## src/rtl/vt52_pkg.sv

```systemverilog
`default_nettype none
// ============================================================================
// Module   : vt52_pkg
// Purpose  : Shared geometry, ASCII codes and state encoding for the terminal
//            write controller (char_buffer_ctrl) driving the 64x16 char
//            generator's buffer write ports.
// Contents : COLS/ROWS geometry and derived widths, control character codes,
//            controller state constants, printable-range helper.
// Revision : 1.0  initial release
// ============================================================================
package vt52_pkg;

    // Screen geometry (both powers of two so cursor arithmetic wraps freely)
    localparam int unsigned COLS   = 64;
    localparam int unsigned ROWS   = 16;
    localparam int unsigned COL_W  = $clog2(COLS);
    localparam int unsigned ROW_W  = $clog2(ROWS);
    localparam int unsigned ADDR_W = ROW_W + COL_W;

    localparam logic [COL_W-1:0]  COL_MAX = COL_W'(COLS - 1);
    localparam logic [ROW_W-1:0]  ROW_MAX = ROW_W'(ROWS - 1);
    localparam logic [ADDR_W-1:0] ADDR_MAX = {ADDR_W{1'b1}};

    // ASCII codes
    localparam logic [7:0] CH_CR    = 8'h0D;
    localparam logic [7:0] CH_LF    = 8'h0A;
    localparam logic [7:0] CH_BS    = 8'h08;
    localparam logic [7:0] BLANK    = 8'h20;
    localparam logic [7:0] PRINT_LO = 8'h20;
    localparam logic [7:0] PRINT_HI = 8'h7E;

    // Controller states
    localparam logic [1:0] ST_CLEAR_ALL  = 2'd0;
    localparam logic [1:0] ST_IDLE       = 2'd1;
    localparam logic [1:0] ST_CLEAR_LINE = 2'd2;

    function automatic logic is_printable(input logic [7:0] c);
        return (c >= PRINT_LO) && (c <= PRINT_HI);
    endfunction

endpackage : vt52_pkg
`default_nettype wire

```

## src/rtl/char_buffer_ctrl.sv

```systemverilog
`default_nettype none
// ============================================================================
// Module   : char_buffer_ctrl
// Purpose  : Terminal write controller for the 64x16 char generator. Accepts
//            a byte stream, owns the cursor, writes printable codes into the
//            char buffer, handles CR/LF/BS and scrolls by advancing the
//            generator's first_row and blanking the recycled line.
// Ports    : clk                  - single clock
//            clr_n                - asynchronous active-low reset
//            in_valid/in_data     - byte offered by host
//            in_ready             - byte accepted when in_valid & in_ready
//            buffer_waddr/din/wen - char buffer write port {phys_row, col}
//            buffer_first_row(_wen) - top-of-screen physical row + load strobe
//            cursor_row/col       - logical cursor position
// Config   : AUTO_WRAP_EN - when defined, a printable written in the last
//            column wraps the cursor like CR+LF (scrolling on the bottom line).
// Revision : 1.0  initial release
// ============================================================================
module char_buffer_ctrl
    import vt52_pkg::*;
(
    input  logic              clk,
    input  logic              clr_n,
    input  logic              in_valid,
    input  logic [7:0]        in_data,
    output logic              in_ready,
    output logic [ADDR_W-1:0] buffer_waddr,
    output logic [7:0]        buffer_din,
    output logic              buffer_wen,
    output logic [ROW_W-1:0]  buffer_first_row,
    output logic              buffer_first_row_wen,
    output logic [ROW_W-1:0]  cursor_row,
    output logic [COL_W-1:0]  cursor_col
);

    logic [1:0]        state_q,     state_d;
    logic [ADDR_W-1:0] cnt_q,       cnt_d;
    logic              in_ready_q,  in_ready_d;
    logic [ADDR_W-1:0] waddr_q,     waddr_d;
    logic [7:0]        din_q,       din_d;
    logic              wen_q,       wen_d;
    logic [ROW_W-1:0]  first_row_q, first_row_d;
    logic              frw_q,       frw_d;
    logic [ROW_W-1:0]  cur_row_q,   cur_row_d;
    logic [COL_W-1:0]  cur_col_q,   cur_col_d;

    logic              accept;
    logic [ROW_W-1:0]  phys_row;

    assign accept   = in_valid && in_ready_q;
    assign phys_row = first_row_q + cur_row_q;

    always_comb begin
        state_d     = state_q;
        cnt_d       = cnt_q;
        in_ready_d  = in_ready_q;
        waddr_d     = waddr_q;
        din_d       = din_q;
        wen_d       = 1'b0;
        first_row_d = first_row_q;
        frw_d       = 1'b0;
        cur_row_d   = cur_row_q;
        cur_col_d   = cur_col_q;

        case (state_q)
            ST_CLEAR_ALL: begin
                wen_d   = 1'b1;
                waddr_d = cnt_q;
                din_d   = BLANK;
                cnt_d   = cnt_q + ADDR_W'(1);
                if (cnt_q == ADDR_MAX) begin
                    frw_d       = 1'b1;
                    first_row_d = '0;
                    state_d     = ST_IDLE;
                    // in_ready rises one cycle after the final write
                end
            end

            ST_IDLE: begin
                in_ready_d = 1'b1;
                if (accept) begin
                    if (is_printable(in_data)) begin
                        wen_d   = 1'b1;
                        waddr_d = {phys_row, cur_col_q};
                        din_d   = in_data;
                        if (cur_col_q != COL_MAX) begin
                            cur_col_d = cur_col_q + COL_W'(1);
                        end
`ifdef AUTO_WRAP_EN
                        else begin
                            cur_col_d = '0;
                            if (cur_row_q != ROW_MAX) begin
                                cur_row_d = cur_row_q + ROW_W'(1);
                            end else begin
                                // The printable owns this cycle's write port;
                                // line blanking starts next cycle at column 0.
                                frw_d       = 1'b1;
                                first_row_d = first_row_q + ROW_W'(1);
                                cnt_d       = '0;
                                in_ready_d  = 1'b0;
                                state_d     = ST_CLEAR_LINE;
                            end
                        end
`endif
                    end else if (in_data == CH_CR) begin
                        cur_col_d = '0;
                    end else if (in_data == CH_BS) begin
                        if (cur_col_q != '0) begin
                            cur_col_d = cur_col_q - COL_W'(1);
                        end
                    end else if (in_data == CH_LF) begin
                        if (cur_row_q != ROW_MAX) begin
                            cur_row_d = cur_row_q + ROW_W'(1);
                        end else begin
                            // Scroll: old top line becomes the new bottom.
                            // Column 0 of it is blanked in the same cycle.
                            frw_d       = 1'b1;
                            first_row_d = first_row_q + ROW_W'(1);
                            wen_d       = 1'b1;
                            waddr_d     = {first_row_q, COL_W'(0)};
                            din_d       = BLANK;
                            cnt_d       = ADDR_W'(1);
                            in_ready_d  = 1'b0;
                            state_d     = ST_CLEAR_LINE;
                        end
                    end
                end
            end

            ST_CLEAR_LINE: begin
                // Bit COL_W set means all COLS cells of the line are written.
                if (cnt_q[COL_W]) begin
                    cnt_d      = '0;
                    in_ready_d = 1'b1;
                    state_d    = ST_IDLE;
                end else begin
                    wen_d   = 1'b1;
                    // first_row has already advanced; the recycled line is
                    // the one just above the new top.
                    waddr_d = {first_row_q - ROW_W'(1), cnt_q[COL_W-1:0]};
                    din_d   = BLANK;
                    cnt_d   = cnt_q + ADDR_W'(1);
                end
            end

            default: begin
                state_d = ST_CLEAR_ALL;
                cnt_d   = '0;
            end
        endcase
    end

    always_ff @(posedge clk or negedge clr_n) begin
        if (!clr_n) begin
            state_q     <= ST_CLEAR_ALL;
            cnt_q       <= '0;
            in_ready_q  <= 1'b0;
            waddr_q     <= '0;
            din_q       <= '0;
            wen_q       <= 1'b0;
            first_row_q <= '0;
            frw_q       <= 1'b0;
            cur_row_q   <= '0;
            cur_col_q   <= '0;
        end else begin
            state_q     <= state_d;
            cnt_q       <= cnt_d;
            in_ready_q  <= in_ready_d;
            waddr_q     <= waddr_d;
            din_q       <= din_d;
            wen_q       <= wen_d;
            first_row_q <= first_row_d;
            frw_q       <= frw_d;
            cur_row_q   <= cur_row_d;
            cur_col_q   <= cur_col_d;
        end
    end

    assign in_ready             = in_ready_q;
    assign buffer_waddr         = waddr_q;
    assign buffer_din           = din_q;
    assign buffer_wen           = wen_q;
    assign buffer_first_row     = first_row_q;
    assign buffer_first_row_wen = frw_q;
    assign cursor_row           = cur_row_q;
    assign cursor_col           = cur_col_q;

endmodule : char_buffer_ctrl
`default_nettype wire

```

## config.mk

```make
export PLATFORM = sky130hd
export DESIGN_NAME = char_buffer_ctrl
export DESIGN_NICKNAME = d
export VERILOG_FILES = /design/src/rtl/vt52_pkg.sv /design/src/rtl/char_buffer_ctrl.sv
export SDC_FILE = /design/constraint.sdc
export NUM_CORES = 1
export LEC_CHECK = 0
export ABC_AREA = 1
export CAP_MARGIN = 5
export CORE_ASPECT_RATIO = 0.75
export CORE_MARGIN = 5
export CORE_UTILIZATION = 50
export CTS_CLUSTER_SIZE = 40
export DETAILED_ROUTE_END_ITERATION = 8
export GPL_TIMING_DRIVEN = 1
export PLACE_DENSITY_LB_ADDON = 0.25
export SYNTH_ARGS = -nofsm -noshare
export SYNTH_HDL_FRONTEND = slang
export SYNTH_SLANG_ARGS = --single-unit
```

## constraint.sdc

```tcl
create_clock -name clk -period 1.6 [get_ports clk]
set_input_delay 0.24 -clock clk [delete_from_list [all_inputs] [get_ports clk]]
set_output_delay 0.24 -clock clk [all_outputs]
set_load 0.02 [all_outputs]
```

# ---- Word-level counts from Yosys, hierarchy flattened
# Index checks and enable logic that the tools add are counted.
dict set report word_totals {
  regBits 47
  input_bits 11
  out_inout_bits 35
  elab_cells 126
}
dict set report classes {
  n_reduce_logical 16
  n_mux 66
  n_lt_le_gt_ge 2
  n_eq_ne 22
  add_sub_neg 7
  bitwise_logic 3
}
# op n
set op_table {}
lappend op_table {{two-way mux 10 bit} 14}
lappend op_table {{case mux 10 bit (3 select lines)} 2}
lappend op_table {{two-way mux 8 bit} 7}
lappend op_table {{two-way mux 6 bit} 5}
lappend op_table {{two-way mux 4 bit} 7}
lappend op_table {{== test 8 x 4 -> 1 bit (second input constant)} 3}
lappend op_table {{case mux 8 bit (3 select lines)} 1}
lappend op_table {{!= test 2 bit (second input constant)} 9}
lappend op_table {{two-way mux 1 bit} 17}
lappend op_table {{two-way mux 2 bit} 8}
lappend op_table {{AND reduction 8 bit} 2}
lappend op_table {{AND reduction 7 bit} 2}
lappend op_table {{!= test 3 bit (second input constant)} 4}
lappend op_table {{adder 10 x 1 -> 10 bit (second input constant)} 1}
lappend op_table {{== test 10 bit (second input constant)} 1}
lappend op_table {{nonzero test 3 bit} 3}
lappend op_table {{adder 4 x 1 -> 4 bit (second input constant)} 2}
lappend op_table {{greater-or-equal comparator 8 x 6 -> 1 bit (second input constant)} 1}
lappend op_table {{less-or-equal comparator 8 x 7 -> 1 bit (second input constant)} 1}
lappend op_table {{case mux 4 bit (2 select lines)} 1}
lappend op_table {{adder 6 x 1 -> 6 bit (second input constant)} 1}
lappend op_table {{!= test 6 bit (second input constant)} 1}
lappend op_table {{case mux 2 bit (3 select lines)} 1}
lappend op_table {{AND reduction 6 bit} 1}
lappend op_table {{16 further kinds} 21}

# ---- Longest topological paths before layout
dict set report depth {
  word_depth 8
  mapped_depth 11
  mapped_depth_nobuf 11
}

# ---- Least setup slack after synthesis
# No wires, ideal clock.
dict set report synth_path {
  path_type {register -> register}
  startpoint {register cur_row_q[0] (netlist: cursor_row[0])}
  endpoint {register waddr_q[8] (netlist: buffer_waddr[8])}
  required_ps 1483
  path_buffers 0
  arrival_time_ps 1574
  synth_period_minus_slack_ps 1691
  setup_time_ps 117
  slack_ps -91
  stages_incl_launch_ff 10
  cell_sequence {dfrtp_1 > ha_1 > inv_1 > fa_1 > xor2_1 > nand3_1 > nand3_1 > nand2_1 > nand3_1 > nand2_1}
}
dict set report synth_via {
  elab_chain_len 4
  elab_cells_between_ends 7
  cone_classes {1 x add/sub; 2 x eq/ne; 3 x mux; 1 x reduce/logical}
}
# element line
set synth_lines {}
lappend synth_lines {{start, declared} char_buffer_ctrl.sv:44} ;# logic [ROW_W-1:0] cur_row_q, cur_row_d;
lappend synth_lines {{start signal, assigned} char_buffer_ctrl.sv:174} ;# cur_row_q <= cur_row_d;
lappend synth_lines {{adder 4 bit} char_buffer_ctrl.sv:51} ;# assign phys_row = first_row_q + cur_row_q;
lappend synth_lines {{two-way mux 10 bit} char_buffer_ctrl.sv:82} ;# if (is_printable(in_data)) begin
lappend synth_lines {{two-way mux 10 bit} char_buffer_ctrl.sv:81} ;# if (accept) begin
lappend synth_lines {{case mux 10 bit (3 select lines)} char_buffer_ctrl.sv:65} ;# case (state_q)
lappend synth_lines {{end signal, assigned} char_buffer_ctrl.sv:169} ;# waddr_q <= waddr_d;
lappend synth_lines {{end, declared} char_buffer_ctrl.sv:39} ;# logic [ADDR_W-1:0] waddr_q, waddr_d;
# Several ways; a longest one is shown, not always the timed one. The select of a mux whose other input is x is not followed.
# A chain may end at the register's enable or synchronous reset.

# ---- Worst setup path after layout
dict set report layout_path {
  startpoint {register cur_row_q[0] (netlist: cursor_row[0])}
  endpoint {register din_q[4] (netlist: buffer_din[4])}
}
dict set report layout_via {
  elab_chain_len 3
}
# element line
set layout_lines {}
lappend layout_lines {{!= test 4 bit} char_buffer_ctrl.sv:112} ;# if (cur_row_q != ROW_MAX) begin
lappend layout_lines {{!= test 3 bit (no source line)} -}
lappend layout_lines {{AND reduction 7 bit (no source line)} -}
lappend layout_lines {{end signal, assigned} char_buffer_ctrl.sv:170} ;# din_q <= din_d;
lappend layout_lines {{end, declared} char_buffer_ctrl.sv:40} ;# logic [7:0] din_q, din_d;
# No other way between the ends.

==> impl_metrics.csv <==
group,metric,value,unit
global_routing,grtUsageTotal,22.5,%
yosys,ys_ff_latch,47,
clocking,cts_tree,"built",
worst_hold_path,hold_path.class,"input port to flip-flop",
final_layout,final_nets,575,
global_routing,grt_pass1_vias,3089,
yosys,yosys-top-cells-area,"dfrtp_1 37%, nand2_1 16%, nand3_1 7.6%",
routing,vias_per_cell,5.39,
worst_setup_path,critPathMostFrequentCell,"nand3_4",
clocking,clock-sinks,47,
timing,timing.fmax,605,MHz
routing,drtIter0Drc,250,
final_layout,fillerInstances,442,
clocking,cts_buffer_depth,2,
worst_setup_path,critical_path.max_fanout,6,
timing,hold_violations,0,
power,vdd_drop_max,0.000391,V
run_status,violations,"negative setup slack",
timing,finClkSkew,9.53,ps
yosys,synthCells,434,
clocking,cts_htree_levels,2,
timing,fin_hold_ws,259,ps
placement,place_area,4050,sq um
worst_setup_path,cp-end-kind,"flip-flop",
timing,relSlewSlack,81.5,%
yosys,synth_cell_type_count,34,
worst_setup_path,slowest_delay,440,ps
power,p_per_area,444,nW/um^2
routing,ant_nets,0,
timing,finalCritPeriodShare,103,%
final_layout,final_common_cell,"nand2_1",
worst_setup_path,critical_path_class,"flip-flop to flip-flop",
placement,globalplace.congestion,0.902,
final_layout,diodes,0,
worst_setup_path,cp_top_family,"simple AND/OR/NAND/NOR gates",
clocking,cts_made_buffers,5,
worst_setup_path,worst-r2r-setup-slack,-50,ps
worst_setup_path,path_buf_inv,2,
die,fp.dieW,102,um
yosys,yosys.area.top_type_share,37.2,%
final_layout,drive_above_1_share,31.7,%
worst_setup_path,worst_setup_path_start_kind,"flip-flop",
routing,drc,0,
clocking,clk_pin_slew,100,ps
timing,setup_viol,20,
placement,hpwl,6.39,mm
placement,numPortBuffers,45,
timing,slew_viol_final,0,
timing,grt_setup_unrepaired,"true",
run_status,status,"finished, violations left",
routing,drtPass1Iterations,5,
final_layout,area_growth,48.3,%
die,core-area,6220,sq um
run,cap_violations,0,
yosys,syn_area,3160,sq um
global_routing,grt_pass1_wl,14.4,mm
yosys,postSynthAreaPerCell,7.28,sq um
worst_setup_path,cp.arrival,1870,ps
timing,tns,-706,ps
timing,setup_ws,-53.4,ps
global_routing,grt_max_degree,48,
clocking,clock_latency,310,ps
routing,wl_per_cell,15.1,um
yosys,ys_warn_count,0,
global_routing,antenna_found_initial,0,
die,die_area,8020,sq um
yosys,synth_nets,461,
yosys,yosysTopAreaCell,"dfrtp_1",
die,top_level_ports,46,
yosys,yosysSeqAreaShare,37.2,%
final_layout,finalInstanceArea,4680,sq um
clocking,cts_root_buffer,"clkbuf_8",
die,die_h,78.8,um
worst_setup_path,crit_chain,"ha_4, nand2_2, nor2_2, buf_6, nand3_4, nand3_4, nand3_4, clkbuf_16, nand2_2, o21ai_2",
timing,worst_pin_slew,277,ps
routing,vias,3393,
timing,finalCriticalPeriod,1650,ps
die,row_count,25,
die,initial_core_util,50.8,%
global_routing,overflow,0,
worst_setup_path,cp.required,1820,ps
routing,wirelength,9.54,mm
final_layout,fin_util,75.3,%
final_layout,final_cell_mix,"120 x nand2_1, 56 x buf_4, 40 x inv_1",
worst_setup_path,crit_slowest_cell,"dfrtp_2",
power,leakagePower,2.49,nW
==> logic make-up after synthesis <==
family                     share of synthesized area, %
AOI/OAI and AO/OA                                  9.54
xor gates and xnor gates                           2.77
adders and majority gates                          6.57
buffers and inverters                              8.71
DFF                                                37.2
and+or+nand+nor                                    35.2
==> power by group <==
| part | total, W | switching, W | leakage [nW] | internal [W] |
|---|---|---|---|---|
| Sequential | 0.00119 | 0 | 0.601 | 0.00119 |
| Combinational | 0.000134 | 0.0000818 | 1.84 | 0.0000518 |
| Clock | 0.000762 | 0.000449 | 0.0443 | 0.000313 |
==> through the flow <==
| stage | total power [W] | setup slack, ps | std cells |
|---|---|---|---|
| 2_1_floorplan | 0.00125 | 5.80 | 434 |
| 3_3_place_gp | 0.00133 | -276 | 601 |
| 3_5_place_dp | 0.00134 | -340 | 601 |
| 4_1_cts | 0.00209 | -27.8 | 614 |
| 5_1_grt | 0.00216 | -97.8 | 630 |
| 6_report | 0.00208 | -53.4 | 630 |
==> per-layer routing <==
| layer | routed length, um | global-route usage [%] | vias to the layer above | share of wire [%] |
|---|---|---|---|---|
| met5 | 0 | 0 | - | 0 |
| met1 | 4160 | 33.3 | 1583 | 44 |
| met2 | 4470 | 34.5 | 161 | 47 |
| li1 | - | - | 1638 | - |
| met3 | 797 | 3.86 | 11 | 8.4 |
| met4 | 116 | 4.91 | 0 | 1.2 |
==> sequential cells by signal, indices dropped and copies added (netlist names), 2 cells and up <==
register and flops:
state_q 2, cursor_col 6, buffer_din 8, cursor_row 4, buffer_first_row 4, cnt_q 10, buffer_waddr 10
==> worst register-to-register path, stage by stage (launching register included) <==
cell and delay [ps]:
dfrtp_2 440, ha_4 160, nand2_2 50, nor2_2 120, buf_6 130, nand3_4 90, nand3_4 80, nand3_4 160
clkbuf_16 220, nand2_2 60, o21ai_2 50
==> cell type report <==
cell class	instances	area (sq um)	share of cell area [%]
multi-input cells	326	2030	43.3
flip-flops and latches	47	1190	25.3
well taps	81	101	2.16
repair buffers	113	1060	22.7
clock inverters	3	25.0	0.534
clock buffers	5	68.8	1.47
inverters	55	213	4.54
==> final timing paths <==
check                              startpoint             endpoint  cells after the start
max in group asynchronous               clr_n  buffer_first_row[1]                      3
worst min-delay path               in_data[2]        buffer_din[2]                      3
worst min register to register  buffer_din[7]        buffer_din[7]                      2
min in group asynchronous               clr_n        buffer_din[7]                      3
worst max-delay path            cursor_row[0]        buffer_din[4]                     10
worst max register to register  cursor_row[0]        buffer_din[4]                     10
==> synthesized netlist by cell type (all sizes together) <==
master  number
nor2        32
or2          1
a21boi       2
nand3b       2
a21oi       12
o32ai        1
buf          6
nand2      147
inv         54
nand4       10
nor3         6
xnor2        4
clkbuf       2
clkinv       1
o211ai       1
o21ai       30
nand3       51
ha          15
dfrtp       47
fa           1
xor2         6
o22ai        3
==> repair_timing <==
| action | CTS | global route |
|---|---|---|
| endpoints found under the setup margin | 38 | 47 |
| resized for setup | 22 | 94 |
| hold buffers | 1 | 0 |
| pin swaps | 3 | 20 |
| hold endpoints to repair | 47 | 0 |
| gates cloned | 1 | 4 |
| setup buffers | 3 | 12 |
Note: power is estimated with default switching activity, not from simulation.
